## config.mk

```make
export PLATFORM = sky130hd
export DESIGN_NAME = fetch_debug_ctrl
export DESIGN_NICKNAME = d
export VERILOG_FILES = /design/src/rtl/fetch_debug_ctrl.sv
export SDC_FILE = /design/constraint.sdc
export NUM_CORES = 1
export LEC_CHECK = 0
export BUFFER_PORTS_ARGS = -buffer_cell sky130_fd_sc_hd__buf_4
export CAP_MARGIN = 20
export CELL_PAD_IN_SITES_DETAIL_PLACEMENT = 1
export CELL_PAD_IN_SITES_GLOBAL_PLACEMENT = 1
export CORE_MARGIN = 3
export CORE_UTILIZATION = 41
export CTS_CLUSTER_DIAMETER = 80
export DETAILED_ROUTE_END_ITERATION = 10
export PLACE_DENSITY = 0.78
export SETUP_SLACK_MARGIN = 0.5
export SLEW_MARGIN = 25
export SYNTH_ARGS = -nofsm -noshare
export SYNTH_HDL_FRONTEND = slang
export SYNTH_SLANG_ARGS = --single-unit
export TNS_END_PERCENT = 20
```

## constraint.sdc

```tcl
create_clock -name i_clk -period 2.9 [get_ports i_clk]
set_input_delay 0.29 -clock i_clk [delete_from_list [all_inputs] [get_ports i_clk]]
set_output_delay 0.29 -clock i_clk [all_outputs]
set_load 0.005 [all_outputs]
```

## src/rtl/fetch_debug_ctrl.sv

```systemverilog
// Debug sequencer owning instruction fetch: loads program words byte-by-byte into imem
// and gates pc_we/if_id_we for free-run and single-step execution. All outputs registered.
module fetch_debug_ctrl #(
    parameter int NB_BITS   = 32,
    parameter int NB_BYTE   = 8,
    parameter int MEM_DEPTH = 32,
    parameter int NB_CNT    = 32
) (
    input  logic                         i_clk,
    input  logic                         i_rst,
    input  logic [NB_BYTE-1:0]           i_rx_data,
    input  logic                         i_rx_valid,
    output logic                         o_rx_ready,
    input  logic [1:0]                   i_cmd,
    input  logic                         i_cmd_valid,
    input  logic                         i_halt,
    output logic [NB_BITS-1:0]           o_mem_addr,
    output logic [NB_BITS-1:0]           o_mem_wdata,
    output logic                         o_mem_we,
    output logic                         o_fetch_en,
    output logic [$clog2(MEM_DEPTH):0]   o_loaded_words,
    output logic [NB_CNT-1:0]            o_cycle_count,
    output logic [2:0]                   o_state
);
    localparam int LANES    = NB_BITS / NB_BYTE;
    localparam int NB_LANE  = $clog2(LANES);
    localparam int NB_IDX   = $clog2(MEM_DEPTH);
    localparam int NB_WORDS = NB_IDX + 1;

    localparam logic [1:0] CMD_ABORT = 2'b00;
    localparam logic [1:0] CMD_LOAD  = 2'b01;
    localparam logic [1:0] CMD_RUN   = 2'b10;
    localparam logic [1:0] CMD_STEP  = 2'b11;

    typedef enum logic [2:0] {
        ST_IDLE = 3'd0,
        ST_LOAD = 3'd1,
        ST_RUN  = 3'd2,
        ST_STEP = 3'd3,
        ST_DONE = 3'd4
    } state_t;

    state_t               state;
    logic [NB_LANE-1:0]   byte_cnt;
    logic [NB_IDX-1:0]    word_idx;
    logic [NB_BITS-1:0]   word_buf;
    logic                 last_word;
    logic [NB_BITS-1:0]   next_word;
    logic                 rx_fire;
    logic                 abort;

    assign rx_fire = i_rx_valid & o_rx_ready;
    assign abort   = i_cmd_valid & (i_cmd == CMD_ABORT);
    assign o_state = state;

    // Word with the incoming byte dropped into its little-endian lane.
    always_comb begin
        next_word = word_buf;
        next_word[int'(byte_cnt) * NB_BYTE +: NB_BYTE] = i_rx_data;
    end

    always_ff @(posedge i_clk) begin
        if (i_rst) begin
            state          <= ST_IDLE;
            o_rx_ready     <= 1'b0;
            o_mem_we       <= 1'b0;
            o_fetch_en     <= 1'b0;
            o_mem_addr     <= '0;
            o_mem_wdata    <= '0;
            o_loaded_words <= '0;
            o_cycle_count  <= '0;
            byte_cnt       <= '0;
            word_idx       <= '0;
            word_buf       <= '0;
            last_word      <= 1'b0;
        end else begin
            o_mem_we <= 1'b0;
            if (o_fetch_en && !(&o_cycle_count))
                o_cycle_count <= o_cycle_count + NB_CNT'(1);

            if (abort) begin
                state      <= ST_IDLE;
                o_fetch_en <= 1'b0;
                o_rx_ready <= 1'b0;
                byte_cnt   <= '0;
                last_word  <= 1'b0;
            end else begin
                case (state)
                    ST_IDLE, ST_DONE: begin
                        if (i_cmd_valid) begin
                            case (i_cmd)
                                CMD_LOAD: begin
                                    state          <= ST_LOAD;
                                    o_rx_ready     <= 1'b1;
                                    o_loaded_words <= '0;
                                    o_cycle_count  <= '0;
                                    byte_cnt       <= '0;
                                    word_idx       <= '0;
                                    last_word      <= 1'b0;
                                end
                                CMD_RUN: begin
                                    state      <= ST_RUN;
                                    o_fetch_en <= 1'b1;
                                end
                                CMD_STEP: begin
                                    state      <= ST_STEP;
                                    o_fetch_en <= 1'b1;
                                end
                                default: ;
                            endcase
                        end
                    end
                    ST_LOAD: begin
                        // The final word's strobe cycle closes the load; bytes offered then are dropped.
                        if (o_mem_we && last_word) begin
                            state      <= ST_IDLE;
                            o_rx_ready <= 1'b0;
                            byte_cnt   <= '0;
                            last_word  <= 1'b0;
                        end else if (rx_fire) begin
                            word_buf <= next_word;
                            byte_cnt <= byte_cnt + NB_LANE'(1);
                            if (byte_cnt == NB_LANE'(LANES - 1)) begin
                                o_mem_we       <= 1'b1;
                                o_mem_wdata    <= next_word;
                                o_mem_addr     <= NB_BITS'({word_idx, 2'b00});
                                word_idx       <= word_idx + NB_IDX'(1);
                                o_loaded_words <= o_loaded_words + NB_WORDS'(1);
                                last_word      <= (&next_word) ||
                                                  (word_idx == NB_IDX'(MEM_DEPTH - 1));
                            end
                        end
                    end
                    ST_RUN: begin
                        if (i_halt) begin
                            o_fetch_en <= 1'b0;
                            state      <= ST_DONE;
                        end
                    end
                    ST_STEP: begin
                        o_fetch_en <= 1'b0;
                        state      <= i_halt ? ST_DONE : ST_IDLE;
                    end
                    default: begin
                        state      <= ST_IDLE;
                        o_fetch_en <= 1'b0;
                        o_rx_ready <= 1'b0;
                    end
                endcase
            end
        end
    end
endmodule

```

==> insert_results.sql <==
INSERT INTO impl_metrics (metric_group, metric, value, unit) VALUES
('pwr', 'power_frac_comb', '5.1', '%'),
('routing', 'vias', '5495', ''),
('routing', 'final_antenna_net_count', '0', ''),
('timing', 'setup_total_negative_slack', '0', 'ns'),
('critical_path', 'critical_path.max_fanout', '10', ''),
('grt', 'grt_overflow_total', '0', ''),
('yosys', 'ys.flop_type', 'dfxtp_1', ''),
('routing', 'post_route_drc_violation_count', '0', ''),
('routing', 'count_of_tritonroute_iterations_in_the_first_routing_pass', '4', ''),
('pwr', 'p_sw', '0.903', 'mW'),
('placement', 'post_dp_cell_area', '0.00666', 'mm²'),
('routing', 'routed_wirelength', '17.7', 'mm'),
('pwr', 'power_switching_share', '22.1', '%'),
('clocking', 'path_clk_slew', '0.05', 'ns'),
('critical_path', 'worstPathBufferInverterCount', '0', ''),
('timing', 'max_slew.worst_pin.slew', '0.861', 'ns'),
('placement', 'finalWeightedCongestion', '0.833', ''),
('critical_path', 'critical_path.startpoint_type', 'flip-flop', ''),
('layout', 'fillerInstances', '1668', ''),
('placement', 'placedCellCount', '943', ''),
('pwr', 'sequential_cell_fraction_of_total_power', '41.7', '%'),
('placement', 'detailedPlacementHpwl', '12.2', 'mm'),
('pwr', 'internal_power_summed_over_all_cells', '3.18', 'mW'),
('clocking', 'htreeDepth', '4', ''),
('flow_run', 'max-cap-violations', '0', ''),
('timing', 'unrepaired_setup_endpoints_after_global_routing', 'yes', ''),
('layout', 'layout_commonest_cell', 'dfxtp_1', ''),
('outcome', 'status', 'complete, no violations', ''),
('critical_path', 'critPathArrivalTime', '2.66', 'ns'),
('layout', 'most-common-layout-cells', 'dfxtp_1 (120), buf_4 (103), nor2_1 (90), a211oi_1 (58), a21oi_1 (46)', ''),
('timing', 'maxSlewViolCount', '0', ''),
('layout', 'finalInstanceArea', '0.00728', 'mm²'),
('layout', 'post-route-util', '52.0', '%'),
('clocking', 'clock_tree.root_cell', 'clkbuf_16', ''),
('pwr', 'share_clk_of_total_power', '53.2', '%'),
('yosys', 'syn_area_per_cell', '8.36', 'µm²'),
('layout', 'antenna_cell_count', '0', ''),
('pwr', 'max-vdd-ir-drop', '0.000389', 'V'),
('floorplan', 'fp.coreArea', '0.0140', 'mm²'),
('clocking', 'cts_tree', 'built', ''),
('clocking', 'insertion_delay', '0.44', 'ns'),
('yosys', 'synth_enable_flop_cells', '0', ''),
('floorplan', 'die_h', '126', 'µm'),
('floorplan', 'die-area', '0.0159', 'mm²'),
('placement', 'input_output_buffers', '95', ''),
('grt', 'grt_pass1_wl', '29.1', 'mm'),
('yosys', 'yosysWarningCount', '0', ''),
('timing', 'achievable_frequency', '434', 'MHz'),
('clocking', 'cts-buffers-inserted', '17', ''),
('layout', 'layoutNonFillerInstCount', '973', ''),
('floorplan', 'die_width', '126', 'µm'),
('routing', 'drt-initial-drc-count', '351', ''),
('floorplan', 'fp-row-count', '43', ''),
('routing', 'drt-wirelength-per-cell', '18.2', 'µm'),
('timing', 'timing.max_slew.rel_slack', '42.4', '%'),
('critical_path', 'required', '3.25', 'ns'),
('timing', 'worst_slack', '0.597', 'ns'),
('layout', 'final_layout_size_suffix_gt1_share', '19.4', '%'),
('critical_path', 'critical_path.max_stage_delay', '0.64', 'ns'),
('min_path', 'hold_class', 'in2reg', ''),
('critical_path', 'worstSetupEndpointType', 'flip-flop', ''),
('yosys', 'async_reset_ff_share', '0', '%'),
('yosys', 'mappedNetlistArea', '0.00590', 'mm²'),
('yosys', 'ys_seq_elements', '121', ''),
('pwr', 'power.density_cell_area', '561', 'mW/mm²'),
('timing', 'final-hold-violation-count', '0', ''),
('timing', 'hold_slack', '0.175', 'ns'),
('critical_path', 'worstSetupPathType', 'reg2reg', ''),
('critical_path', 'critPathMostFrequentCell', 'or4_4', ''),
('clocking', 'clock_sink_count', '121', ''),
('pwr', 'power.total', '4.08', 'mW');
==> cell usage after synthesis, types with 4 or more instances <==
cell	n	area (µm²)
and2_1	7	43.8
or3_1	15	93.8
nand3_1	22	110
xnor2_1	8	70.1
buf_4	27	203
a31oi_1	29	181
clkbuf_1	29	109
and3_1	6	37.5
mux2i_1	9	90.1
nand4_1	13	81.3
o31ai_1	6	45.0
nor3b_1	5	37.5
a211oi_1	58	435
buf_2	12	60.1
nor3_1	8	40.0
or4_1	7	52.6
dfxtp_1	121	2420
nor2_1	91	342
nor4_1	9	56.3
inv_1	12	45.0
nand2_1	33	124
a21oi_1	46	230
or2_2	4	25.0
nor2b_1	41	257
o21ai_0	22	110
a32oi_1	5	43.8
o211ai_1	5	37.5
nor4b_1	4	35.0
ha_1	10	125
==> area by class of cell <==
class	count	area (µm²)	share of cell area, %
multi-input cells	525	3170	43.5
flip-flops and latches	121	2420	33.3
repair buffers	105	813	11.2
clock buffers	22	484	6.65
well taps	180	225	3.09
clock inverters	8	119	1.63
inverters	12	45.0	0.619
==> path summary, 6_finish.rpt <==
path                                              startpoint                           end  slack, ns  cells past startpoint
worst max-delay path            o_cycle_count[21]$_SDFF_PP0_  o_cycle_count[29]$_SDFF_PP0_       0.60                      5
worst min-delay path                                i_cmd[0]       o_state[0]$_SDFFE_PP0P_       0.18                      3
worst max register to register  o_cycle_count[21]$_SDFF_PP0_  o_cycle_count[29]$_SDFF_PP0_       0.60                      5
worst min register to register     word_buf[23]$_SDFFE_PP0P_     word_buf[23]$_SDFFE_PP0P_       0.46                      2
==> flip-flops by register name, summed over array words and instances, names as in the netlist <==
name            cells
o_fetch_en          1
o_mem_we            1
word_buf           32
o_loaded_words      6
o_rx_ready          1
o_state             3
o_mem_wdata        32
o_mem_addr          5
word_idx            5
byte_cnt            2
o_cycle_count      32
last_word           1
==> power groups by stage <==
stage,Clock [mW],Sequential [mW],Combinational [mW]
after floorplan,0,1.72,0.158
final,2.17,1.70,0.206
after detailed placement,0,1.74,0.204
after global routing,2.29,1.70,0.228
after global placement,0,1.74,0.198
after CTS,2.21,1.70,0.206
==> kinds of logic (layout without fill, tap and decap cells) <==
group / count (synthesis) / count (layout) / share of synthesized area (%)
and+or+nand+nor: 284 / 284 / 25.8
AOI/OAI and AO/OA: 186 / 186 / 20.5
DFF: 121 / 121 / 41.1
buffers and inverters: 85 / 147 / 7.55
adders and majority gates: 10 / 10 / 2.12
xor gates and xnor gates: 9 / 9 / 1.34
muxes: 9 / 9 / 1.53
other: 1 / 27 / 0.0636
==> timing repair <==
action,in CTS,in global routing
endpoints found under the hold margin,0,0
resized for setup,4,2
setup endpoints to repair,1,6
hold buffers,0,0
setup buffers,0,0
==> tightest hold or removal path: stages <==
cell     delay, ns
buf_4         0.15
nand3_1       0.07
a21oi_1       0.06
==> layer usage <==
layer,global-route usage (%),vias up,wire length (µm)
li1,-,2673,-
met1,28.3,2689,7920
met2,37.2,114,8690
met3,4.75,19,821
met4,8.58,0,235
met5,0,-,0
Power figures use the tool's default switching activity.
